<file path="src/rtl/free_list.sv">
// Physical-register free list: speculative allocation for rename, frees at commit, and a
// committed pointer plus arch-valid bitmap so a flush restores in one cycle.
module free_list #(
  parameter int unsigned PHY_REG_NUM  = 64,
  parameter int unsigned DECODE_WIDTH = 2,
  parameter int unsigned COMMIT_WIDTH = 2,
  localparam int unsigned PW          = $clog2(PHY_REG_NUM)
) (
  input  logic                         clk,
  input  logic                         rst_n,
  input  logic                         alloc_en_i,
  input  logic [DECODE_WIDTH-1:0]      alloc_req_i,
  output logic                         alloc_ready_o,
  output logic [DECODE_WIDTH*PW-1:0]   alloc_preg_o,
  input  logic [COMMIT_WIDTH-1:0]      commit_i,
  input  logic [COMMIT_WIDTH*PW-1:0]   commit_pdest_i,
  input  logic [COMMIT_WIDTH-1:0]      commit_ppdst_valid_i,
  input  logic [COMMIT_WIDTH*PW-1:0]   commit_ppdst_i,
  input  logic                         restore_i,
  output logic [PW:0]                  free_cnt_o,
  output logic [PHY_REG_NUM-1:0]       arch_valid_o
);

  localparam logic [PW:0] FullCnt = (PW+1)'(PHY_REG_NUM);
  localparam logic [PW:0] One     = (PW+1)'(1);

  logic [PW-1:0]          r_list [PHY_REG_NUM];
  logic [PW:0]            r_head;
  logic [PW:0]            r_arch_head;
  logic [PW:0]            r_tail;
  logic [PHY_REG_NUM-1:0] r_arch_valid;

  logic [PW:0]             w_free_cnt;
  logic [PW:0]             w_req_cnt;
  logic [PW:0]             w_commit_cnt;
  logic [PW:0]             w_push_cnt;
  logic [PW:0]             w_arch_head_nxt;
  logic                    w_fire;
  logic [COMMIT_WIDTH-1:0] w_push_en;
  logic [PW-1:0]           w_push_idx [COMMIT_WIDTH];

  assign w_free_cnt = r_tail - r_head;
  assign free_cnt_o = w_free_cnt;

  // Requesting slots take consecutive list entries starting at head.
  always_comb begin
    w_req_cnt    = '0;
    alloc_preg_o = '0;
    for (int i = 0; i < DECODE_WIDTH; i++) begin
      if (alloc_req_i[i]) begin
        alloc_preg_o[i*PW +: PW] = r_list[r_head[PW-1:0] + w_req_cnt[PW-1:0]];
        w_req_cnt = w_req_cnt + One;
      end
    end
  end

  assign alloc_ready_o = !restore_i && (w_free_cnt >= w_req_cnt);
  assign w_fire        = alloc_en_i && alloc_ready_o;

  // Slots are applied in order so a later clear overrides an earlier set.
  always_comb begin
    w_commit_cnt = '0;
    w_push_cnt   = '0;
    w_push_en    = '0;
    arch_valid_o = r_arch_valid;
    for (int i = 0; i < COMMIT_WIDTH; i++) begin
      w_push_idx[i] = r_tail[PW-1:0] + w_push_cnt[PW-1:0];
      if (commit_i[i]) begin
        w_commit_cnt = w_commit_cnt + One;
        arch_valid_o[commit_pdest_i[i*PW +: PW]] = 1'b1;
        if (commit_ppdst_valid_i[i]) begin
          arch_valid_o[commit_ppdst_i[i*PW +: PW]] = 1'b0;
          w_push_en[i] = 1'b1;
          w_push_cnt   = w_push_cnt + One;
        end
      end
    end
  end

  assign w_arch_head_nxt = r_arch_head + w_commit_cnt;

  always_ff @(posedge clk) begin
    if (!rst_n) begin
      for (int k = 0; k < PHY_REG_NUM; k++) begin
        r_list[k] <= PW'(k);
      end
      r_head       <= '0;
      r_arch_head  <= '0;
      r_tail       <= FullCnt;
      r_arch_valid <= '0;
    end else begin
      for (int i = 0; i < COMMIT_WIDTH; i++) begin
        if (w_push_en[i]) begin
          r_list[w_push_idx[i]] <= commit_ppdst_i[i*PW +: PW];
        end
      end
      r_tail       <= r_tail + w_push_cnt;
      r_arch_head  <= w_arch_head_nxt;
      r_arch_valid <= arch_valid_o;
      if (restore_i) begin
        r_head <= w_arch_head_nxt;
      end else if (w_fire) begin
        r_head <= r_head + w_req_cnt;
      end
    end
  end

  always_ff @(posedge clk) begin
    if (rst_n) begin
      a_no_overflow: assert (w_free_cnt <= FullCnt);
      a_alloc_ready: assert (!(alloc_en_i && !restore_i && !alloc_ready_o));
    end
  end

endmodule

</file>
<file path="config.mk">
export PLATFORM = sky130hd
export DESIGN_NAME = free_list
export DESIGN_NICKNAME = d
export VERILOG_FILES = /design/src/rtl/free_list.sv
export SDC_FILE = /design/constraint.sdc
export NUM_CORES = 1
export LEC_CHECK = 0
export ABC_CLOCK_PERIOD_IN_PS = 6700
export CORE_MARGIN = 2
export CORE_UTILIZATION = 55
export DETAILED_ROUTE_END_ITERATION = 8
export PLACE_DENSITY_LB_ADDON = 0.05
export SLEW_MARGIN = 20
export SYNTH_ARGS = -nofsm -noshare
export SYNTH_HDL_FRONTEND = slang
export SYNTH_SLANG_ARGS = --single-unit
</file>
<file path="constraint.sdc">
create_clock -name clk -period 6.7 [get_ports clk]
set_clock_uncertainty 0.1 [all_clocks]
set_input_delay 1.34 -clock clk [delete_from_list [all_inputs] [get_ports clk]]
set_output_delay 1.34 -clock clk [all_outputs]
set_load 0.05 [all_outputs]
</file>
==> results of run 1 <==
## state kept, by name (all words and copies together) (netlist names), named ones only
signal        count
r_list          384
r_arch_head       7
r_tail            7
r_arch_valid     64
r_head            7
## where the power goes
group / internal (uW) / leakage [uW] / total (uW) / switching, uW
registers: 3260 / 0.00415 / 3370 / 109
clock network: 1720 / 0.000869 / 2970 / 1250
logic: 643 / 0.00517 / 1540 / 898
total: 5620 / 0.0102 / 7880 / 2260
## layout by cell type (no fill, tap or decap), drive strengths merged, types with 32 or more instances in the layout
cell,netlist,routed
inv,34,36
clkdlybuf4s50,0,62
clkbuf,159,74
nand2,234,234
edfxtp,384,384
nand3,136,136
nor2,223,223
o21ai,109,109
nor3,199,199
nand3b,58,58
mux4,240,240
and2,74,74
a21oi,250,250
buf,106,132
o31ai,92,92
o22ai,45,45
dfxtp,91,91
o22a,32,32
a31oi,54,54
## cells by family after synthesis
kind of cell / after synthesis / share of synthesized area [%]
AO/OA/AOI/OAI: 634 / 13.0
adder cells (fa/ha/maj): 25 / 1.15
XOR/XNOR: 22 / 0.698
flip-flops: 475 / 44.9
buffers and inverters: 301 / 4.52
multiplexers: 268 / 19.1
AND/OR/NAND/NOR: 995 / 16.6
## metal layers
layer | vias to the layer above | global-route usage [%] | wire, um | share of wire [%]
li1 | 10500 | - | - | -
met1 | 12300 | 53.8 | 40600 | 36
met2 | 2061 | 62.2 | 50900 | 45
met3 | 397 | 9.70 | 15400 | 14
met4 | 2 | 19.7 | 6880 | 6.0
met5 | - | 0.606 | 48 | 0.042
## per-stage QoR
step	hold WS, ns	setup WS (ns)	cells	area (sq um)
2_1_floorplan	0.384	1.41	2720	29800
3_3_place_gp	0.400	0.647	3345	31200
3_5_place_dp	0.411	0.610	3345	31200
5_1_grt	0.447	0.482	3443	32900
4_1_cts	0.430	0.558	3443	32900
6_report	0.425	0.485	3443	32900
## final cells by class
| class | instances | share of cell area [%] |
|---|---|---|
| Inverter | 36 | 0.410 |
| Multi-Input combinational cell | 1944 | 46.0 |
| Timing Repair Buffer | 194 | 5.12 |
| Tap cell | 696 | 2.64 |
| Clock inverter | 24 | 0.600 |
| Sequential cell | 475 | 40.6 |
| Clock buffer | 74 | 4.69 |
## how the worst max path moves through the flow
stage,start,to,slack (ns),cells after the start
final,alloc_req_i[0],alloc_preg_o[10],0.49,10
after global routing,alloc_req_i[0],alloc_preg_o[11],0.48,9
after CTS,alloc_req_i[0],alloc_preg_o[10],0.56,10
after detailed placement,alloc_req_i[0],alloc_preg_o[7],0.61,10
after floorplan,alloc_req_i[0],alloc_preg_o[11],1.41,9
after global placement,alloc_req_i[0],alloc_preg_o[7],0.65,10
## Yosys cell counts (all sizes together), types with 4 or more instances
cell	n
nor2b	14
a2111oi	6
nor2	223
o31ai	92
xnor2	10
nand3	136
fa	4
o22a	32
edfxtp	384
nand4	5
or3	16
mux4	240
o22ai	45
nand2	234
dfxtp	91
a31oi	54
xor2	12
o21ai	109
and2	74
nand2b	14
mux2i	28
nor3b	7
inv	34
buf	106
nor3	199
ha	21
o21a	29
nand3b	58
a21oi	250
clkbuf	159
and3	7
## tightest hold or removal path, stage by stage (launching register included)
cell,delay (ns)
sky130_fd_sc_hd__dfxtp_1,0.35
sky130_fd_sc_hd__xnor2_1,0.09
sky130_fd_sc_hd__nand2_1,0.06
==> results by stage, run 1 <==
Status:
- The run finished with clean final reports.

Clock network:
- The latest clock arrival within the worst-skew pair is approximately 0.62 ns.
- The level count of the clock H-tree is 2.
- The clock net in this run drives a total of ~480 sinks.
- Once the clock tree was built, the setup fixing pass inserted 0 buffers.
- Post-CTS repair changed the size of 0 cells.
- The clock tree buffer depth is 3.
- The TritonCTS clock tree is done.
- The tree is rooted in a sky130_fd_sc_hd__clkbuf_16.
- The number of buffers inserted during clock tree synthesis is 53.
- The register clock-pin slew on the reported worst setup and hold paths is approximately 0.06 ns.
- Buffers inserted to repair hold after CTS numbered 0.

Worst setup path:
- The peak per-stage delay on the critical path is roughly 0.55 ns.
- The type of origin of the critical path is an input pin.
- The top cell family by delay on the critical path is buffers and inverters.
- The critical-path cell with the highest stage delay is sky130_fd_sc_hd__clkdlybuf4s50_1.
- The number of buffers and inverters on the critical path is 4.
- The arrival time at the worst endpoint is 4.77 ns.
- By startpoint and endpoint, the worst setup path is classified as input pin to output port.
- The register-to-register setup slack is approximately 2.6 ns.
- The top fanout value on the critical path is 24.
- The most prevalent standard cell on the critical path is sky130_fd_sc_hd__buf_4.
- The endpoint class of the critical path is an output port.
- The worst register-to-register path ends at r_list[46][2]$_DFFE_PP_.
- The required time at the worst-slack endpoint is between 5 and 6 ns.
- The signal on the critical path passes through clkdlybuf4s50_1, ha_4, ha_4, buf_4, buf_4, mux4_2, mux4_2, mux2i_1, o22ai_1, buf_4.
- In this run the critical register-to-register path is launched from r_tail[4]$_SDFF_PN0_.
- The depth of the most critical reg-to-reg path is 6.

Cells and area:
- Fill cells in the final layout number ~4300.
- In the final layout, the multi-input gates occupy between 15000 and 20000 sq um.
- Cells fill approximately three fifths of the core in the end.
- The repair_antennas step left the layout with diodes totalling 0.
- In the final layout, the share of cells above drive strength 1 is between 10% and 20%.
- In the final design database the tool counted 2763 nets.
- The sequential cell area in the final layout is 13400 sq um.
- The area overhead of the layout relative to synthesis is 10.7%.

Floorplanning:
- The number of I/O pins is between 100 and 150.
- Once the floorplan was initialized, standard cells occupied 55.5% of the core.
- The die extent in y is ~240 um.
- The overall die area is roughly 56000 sq um.
- The die extent in x is 237 um.
- The core region is about 54000 sq um.
- The site row count is 85.

Pwr:
- The total power draw is 7880 uW.
- The analysis attributes to cell leakage a power of 0.0102 uW.
- VDD sags by at most 0.000205 V.
- The power density normalized to cell area is approximately 240 nW/um^2.

Job:
- The tool flagged a number of max-cap violations equal to 0.

Yosys:
- Counting flops and latches in the post-synthesis netlist gives between 400 and 500.
- Yosys mapped a number of flops with a built-in enable equal to about 380.
- The cell area after synthesis is between 20000 and 30000 sq um.
- Summing the sequential cell areas from Yosys gives between 40% and 50% of the chip area.
- The average instance area after synthesis is about 11 sq um.
- The number of nets handed over by synthesis was ~2800.
- Counting distinct cell types in the post-synthesis netlist gives 70.
- The most used flip-flop cell after synthesis is sky130_fd_sc_hd__edfxtp_1.
- The cell taking the most area after synthesis is sky130_fd_sc_hd__edfxtp_1.
- Summed over its instances, the top area cell type makes up between 30% and 40% of the synthesized netlist area.
- Yosys printed 0 warnings.
- Ranked by total cell area, the synthesized netlist is headed by sky130_fd_sc_hd__edfxtp_1, sky130_fd_sc_hd__mux4_2, sky130_fd_sc_hd__dfxtp_1, sky130_fd_sc_hd__a21oi_1, sky130_fd_sc_hd__nand2_1.
- The fraction of registers with async set/reset is 0%.
- Counting every instance in the synthesized netlist gives approximately 2700.

Placement:
- The detailed placer's ending HPWL is approximately 78000 um.
- The number of port buffers is 117.
- The routability congestion estimate from global placement is between 1 and 1.5.

STA:
- The transition at the pin with the smallest max-transition slack is approximately 1.2 ns.
- Setup violations remaining at the end of the flow were counted as 0.
- After routing, the total negative slack on setup checks comes to 0 ns.
- The worst path needs around 6.2 ns of the cycle, external delays included.
- The number of slew-limit violations in the final report is 0.
- The fraction of the cycle the final worst path needs is just over 90%.
- Setup repair after global routing left no endpoint under its margin.
- The peak clock frequency supported by timing is 0.161 GHz.
- The count of final hold-check violations is 0.
- The tightest slew margin relative to the limit is between 15 and 20%.

Min path:
- The number of instances on the worst hold path is 2.
- The type of the most critical hold path is register to register.
- The startpoint identified for the worst hold timing path is r_tail[6]$_SDFF_PN1_.
- The destination of the worst hold path is r_tail[6]$_SDFF_PN1_.

Global routing:
- The number of global-route vias before repair is 23500.
- The pin count of the biggest net entering global routing is 84.
- The first global-routing pass estimated between 150000 and 200000 um of wire.
- The number of antenna violations at the first check in global routing is 2.
- The overall overflow remaining after global route is 0.
- The overall fraction of global-route tracks in use is about 40%.

Drt:
- After detailed routing, the number of remaining DRC violations is 0.
- For this block, the routed nets add up to ~110000 um of wire.
- The first detailed-routing pass ran for 7 iterations.
- Dividing the detail-routed via count by the number of cells gives around 7.3.
- The count of routing violations after the opening detailed-route iteration is 3718.
- In the final routed layout, each cell accounts on average for around 33 um.
- The total vias in the final route is ~25000.
- The remaining number of nets flagged by the antenna check after routing is 0.
Power figures use the tool's default switching activity.
==> run 2: changes to the inputs <==
--- a/config.mk
+++ b/config.mk
@@ -8,6 +8,7 @@
 export ABC_CLOCK_PERIOD_IN_PS = 6700
 export CORE_MARGIN = 2
 export CORE_UTILIZATION = 55
+export CTS_CLUSTER_DIAMETER = 50
 export DETAILED_ROUTE_END_ITERATION = 8
 export PLACE_DENSITY_LB_ADDON = 0.05
 export SLEW_MARGIN = 20
==> run 2 against run 1 <==
  * Combinational power about the same
  * Fmax increased by 0.63%
  * Critical path depth unchanged
  * Utilization increased by 1.0 points
  * Critical path type unchanged
  * Largest cell class unchanged
==> results by stage, run 2 (synthesized netlist as in run 1, its figures left out) <==
Clock network:
- The count of instances resized after the clock tree is built is 0 (unchanged).
- The post-CTS repair timing setup buffer count is 0 (unchanged).
- The number of sinks driven by the clock tree came to 475 (unchanged).
- The clock tree buffer depth is 3 (unchanged).
- The level count of the clock H-tree is 3 (+1).
- The latest clock arrival within the worst-skew pair is 0.60 ns (-0.02 ns).
- The number of buffers inserted during clock tree synthesis is 66 (+25%).
- The number of buffers inserted by hold repair at cts was 0 (unchanged).
- The register clock-pin slew on the reported worst setup and hold paths is 0.05 ns (about the same).
- The tree is rooted in a sky130_fd_sc_hd__clkbuf_16.
- The TritonCTS clock tree is done.

Worst setup path:
- The arrival time at the worst endpoint is 4.74 ns (-0.03 ns).
- The top cell family by delay on the critical path is buffers and inverters.
- On the critical path, the stage with the largest delay is an instance of sky130_fd_sc_hd__clkdlybuf4s50_1.
- The top fanout value on the critical path is 24 (unchanged).
- Traced cell by cell, the critical path runs through clkdlybuf4s50_1, ha_4, ha_4, buf_4, buf_4, mux4_2, mux4_2, mux2i_1, o22ai_1, buf_4.
- The peak per-stage delay on the critical path is 0.54 ns (about the same).
- The worst path buffer plus inverter count came to 4 (unchanged).
- The type of origin of the critical path is an input pin.
- STA classifies the critical path endpoint as an output port.
- The required time at the worst-slack endpoint came to 5.26 ns (about the same).
- The cell that appears most often on the critical path is sky130_fd_sc_hd__buf_4.
- The critical path is of the input pin to output port type.

Drt:
- The number of iterations in the first detailed-routing pass is 8 (+1).
- The total wirelength of the detailed-routed design came to 114000 um (+0.65%).
- The number of remaining DRC errors is 0 (unchanged).
- The remaining number of nets flagged by the antenna check after routing is 0 (unchanged).
- The count of routing violations after the opening detailed-route iteration was 3692 (-0.70%).
- The total vias in the final route is 25400 (+0.57%).
- The average vias per placed instance came to 7.32 (-0.15%).
- The wire length per cell after detailed routing is 33.0 um (about the same).

STA:
- Setup repair after global routing left no endpoint under its margin.
- The tightest slew margin relative to the limit is 25.7% (+8.6 points).
- The fraction of the cycle the final worst path needs is 92.2% (-0.58 points).
- The peak clock frequency supported by timing is 0.162 GHz (+0.63%).
- The accumulated negative setup slack is 0 ns (unchanged).
- The number of slew-limit violations in the final report was 0 (unchanged).
- The minimum period implied by the final worst setup slack is 6.18 ns (-0.0388 ns).
- The final count of negative-setup-slack endpoints is 0 (unchanged).
- The transition at the pin with the smallest max-transition slack was 1.11 ns (-0.128 ns).
- The final hold slack was 0.427 ns (+0.00147 ns).
- The count of final hold-check violations is 0 (unchanged).

Cells and area:
- The library cell used most frequently in the layout, excluding fill and tap cells, is sky130_fd_sc_hd__edfxtp_1.
- The end-of-flow core utilization is 62.5% (+1.0 points).
- In the final layout, the registers with the most flip-flops are r_list x384, r_arch_valid x64.
- The register containing the most flip-flops in the final layout is r_list.
- The final non-filler cell area came to 33500 sq um (+1.7%).
- The final cell count without fillers is 3468 (+0.73%).
- The number of flip-flops in the largest register is 384 (unchanged).
- The multi-input logic area was 15100 sq um (unchanged).
- The net total in the final layout was 2776 (+0.47%).
- The area overhead of the layout relative to synthesis is 12.5%.
- The sequential cell area in the final layout is 13400 sq um (unchanged).
- The fraction of layout instances using a drive strength above 1 is 19.6% (+0.57 points).
- The library cells used most frequently in the layout, excluding fill and tap cells, are sky130_fd_sc_hd__edfxtp_1, sky130_fd_sc_hd__a21oi_1, sky130_fd_sc_hd__mux4_2, sky130_fd_sc_hd__nand2_1, sky130_fd_sc_hd__nor2_1.
- The layout filler cell count is 4266 (-1.4%).

Pwr:
- The cell internal power dissipation is 6200 uW (+10%).
- The leakage power total is 0.0104 uW (+2.5%).
- The part of the power in combinational logic is 17.9% (-1.7 points).
- The power density normalized to cell area is 257 nW/um^2 (+7.5%).
- The worst-case vdd ir drop was 0.000206 V (+0.87%).
- The net switching component of the power was 2410 uW (+6.6%).
- The net switching share of the total power was 28.0% (-0.69 points).
- The fraction of power consumed by the clock network is 43.0% (+5.3 points).
- The sequential fraction of design power is 39.1% (-3.6 points).

Placement:
- The routability congestion estimate from global placement is 1.01 (unchanged).
- The number of placed instances with taps included is 3345 (unchanged).
- The cell area reported after detailed placement is 31200 sq um (unchanged).
- The number of port buffers is 117 (unchanged).
- The detailed placer's ending HPWL is 78400 um (unchanged).

Floorplanning:
- The number of I/O pins is 118 (unchanged).
- The core area was 53600 sq um (unchanged).
- The overall die area is 56000 sq um (unchanged).
- The site row count is 85 (unchanged).
- The die extent in y is 237 um (unchanged).
- The initial core utilization came to 55.5% (unchanged).
- The die extent in x is 237 um (unchanged).

Global routing:
- The number of antenna violations at the first check in global routing came to 1 (-1).
- The overall fraction of global-route tracks in use is 40.6% (+0.29 points).
- The overall overflow remaining after global route was 0 (unchanged).
- The wire length of the first global-routing pass is 163000 um (+0.59%).
- The number of global-route vias before repair is 23600 (+0.15%).
- The pin count of the biggest net entering global routing is 84 (unchanged).

Status:
- The run finished with clean final reports.

Job:
- The number of max-cap violations is 0 (unchanged).

Min path:
- The worst hold path belongs to the class register to register.
-- run 2: cell types whose count changed in the layout (fill, tap and decap cells not counted), moves of 4 or more --
cell / change
sky130_fd_sc_hd__clkbuf_16: +14
sky130_fd_sc_hd__bufinv_16: +6
sky130_fd_sc_hd__clkinv_1: +6
sky130_fd_sc_hd__clkbuf_1: -4
sky130_fd_sc_hd__clkbuf_8: -4
sky130_fd_sc_hd__clkinv_2: -4
sky130_fd_sc_hd__inv_6: +4
-- run 2: power by group through the flow --
stage	Sequential (uW)	Clock, uW	Combinational (uW)
final	3370	3700	1540
after global routing	3370	3840	1600
after global placement	3420	0	1490
after floorplan	3340	0	1110
after CTS	3360	3710	1520
after detailed placement	3420	0	1510
-- run 2: path summary, 6_finish.rpt --
path,from,depth (start not counted),endpoint,slack [ns]
max,alloc_req_i[0],10,alloc_preg_o[10],0.52
max reg2reg,r_tail[4]$_SDFF_PN0_,6,r_list[46][2]$_DFFE_PP_,2.61
min,r_arch_head[6]$_SDFF_PN0_,2,r_arch_head[6]$_SDFF_PN0_,0.43
min reg2reg,r_arch_head[6]$_SDFF_PN0_,2,r_arch_head[6]$_SDFF_PN0_,0.43
-- run 2: worst min-delay path, stage by stage, from the launching register on --
cell                      delay (ns)
sky130_fd_sc_hd__dfxtp_1        0.32
sky130_fd_sc_hd__xnor2_1        0.11
sky130_fd_sc_hd__nor2_1         0.05
-- run 2: final cells by class --
type	instances	area share, %
Multi-Input combinational cell	1944	45.2
Inverter	36	0.404
Sequential cell	475	39.9
Timing Repair Buffer	194	5.04
Clock buffer	79	5.43
Antenna cell	3	0.0224
Clock inverter	41	1.40
Tap cell	696	2.60
-- run 2: through the flow --
step | setup WS (ns) | power (uW)
final | 0.524 | 8610
after global routing | 0.498 | 8800
after CTS | 0.561 | 8590
after detailed placement | 0.610 | 4930
after global placement | 0.647 | 4920
after floorplan | 1.41 | 4450
-- run 2: per-layer routing --
layer | GRT usage [%] | share of wire, % | up-vias | wire [um]
met5 | 0 | 0 | - | 0
met1 | 54.2 | 36 | 12400 | 40900
met3 | 9.40 | 13 | 413 | 15300
met2 | 62.5 | 45 | 2079 | 51600
met4 | 20.9 | 5.9 | 0 | 6760
li1 | - | - | 10500 | -
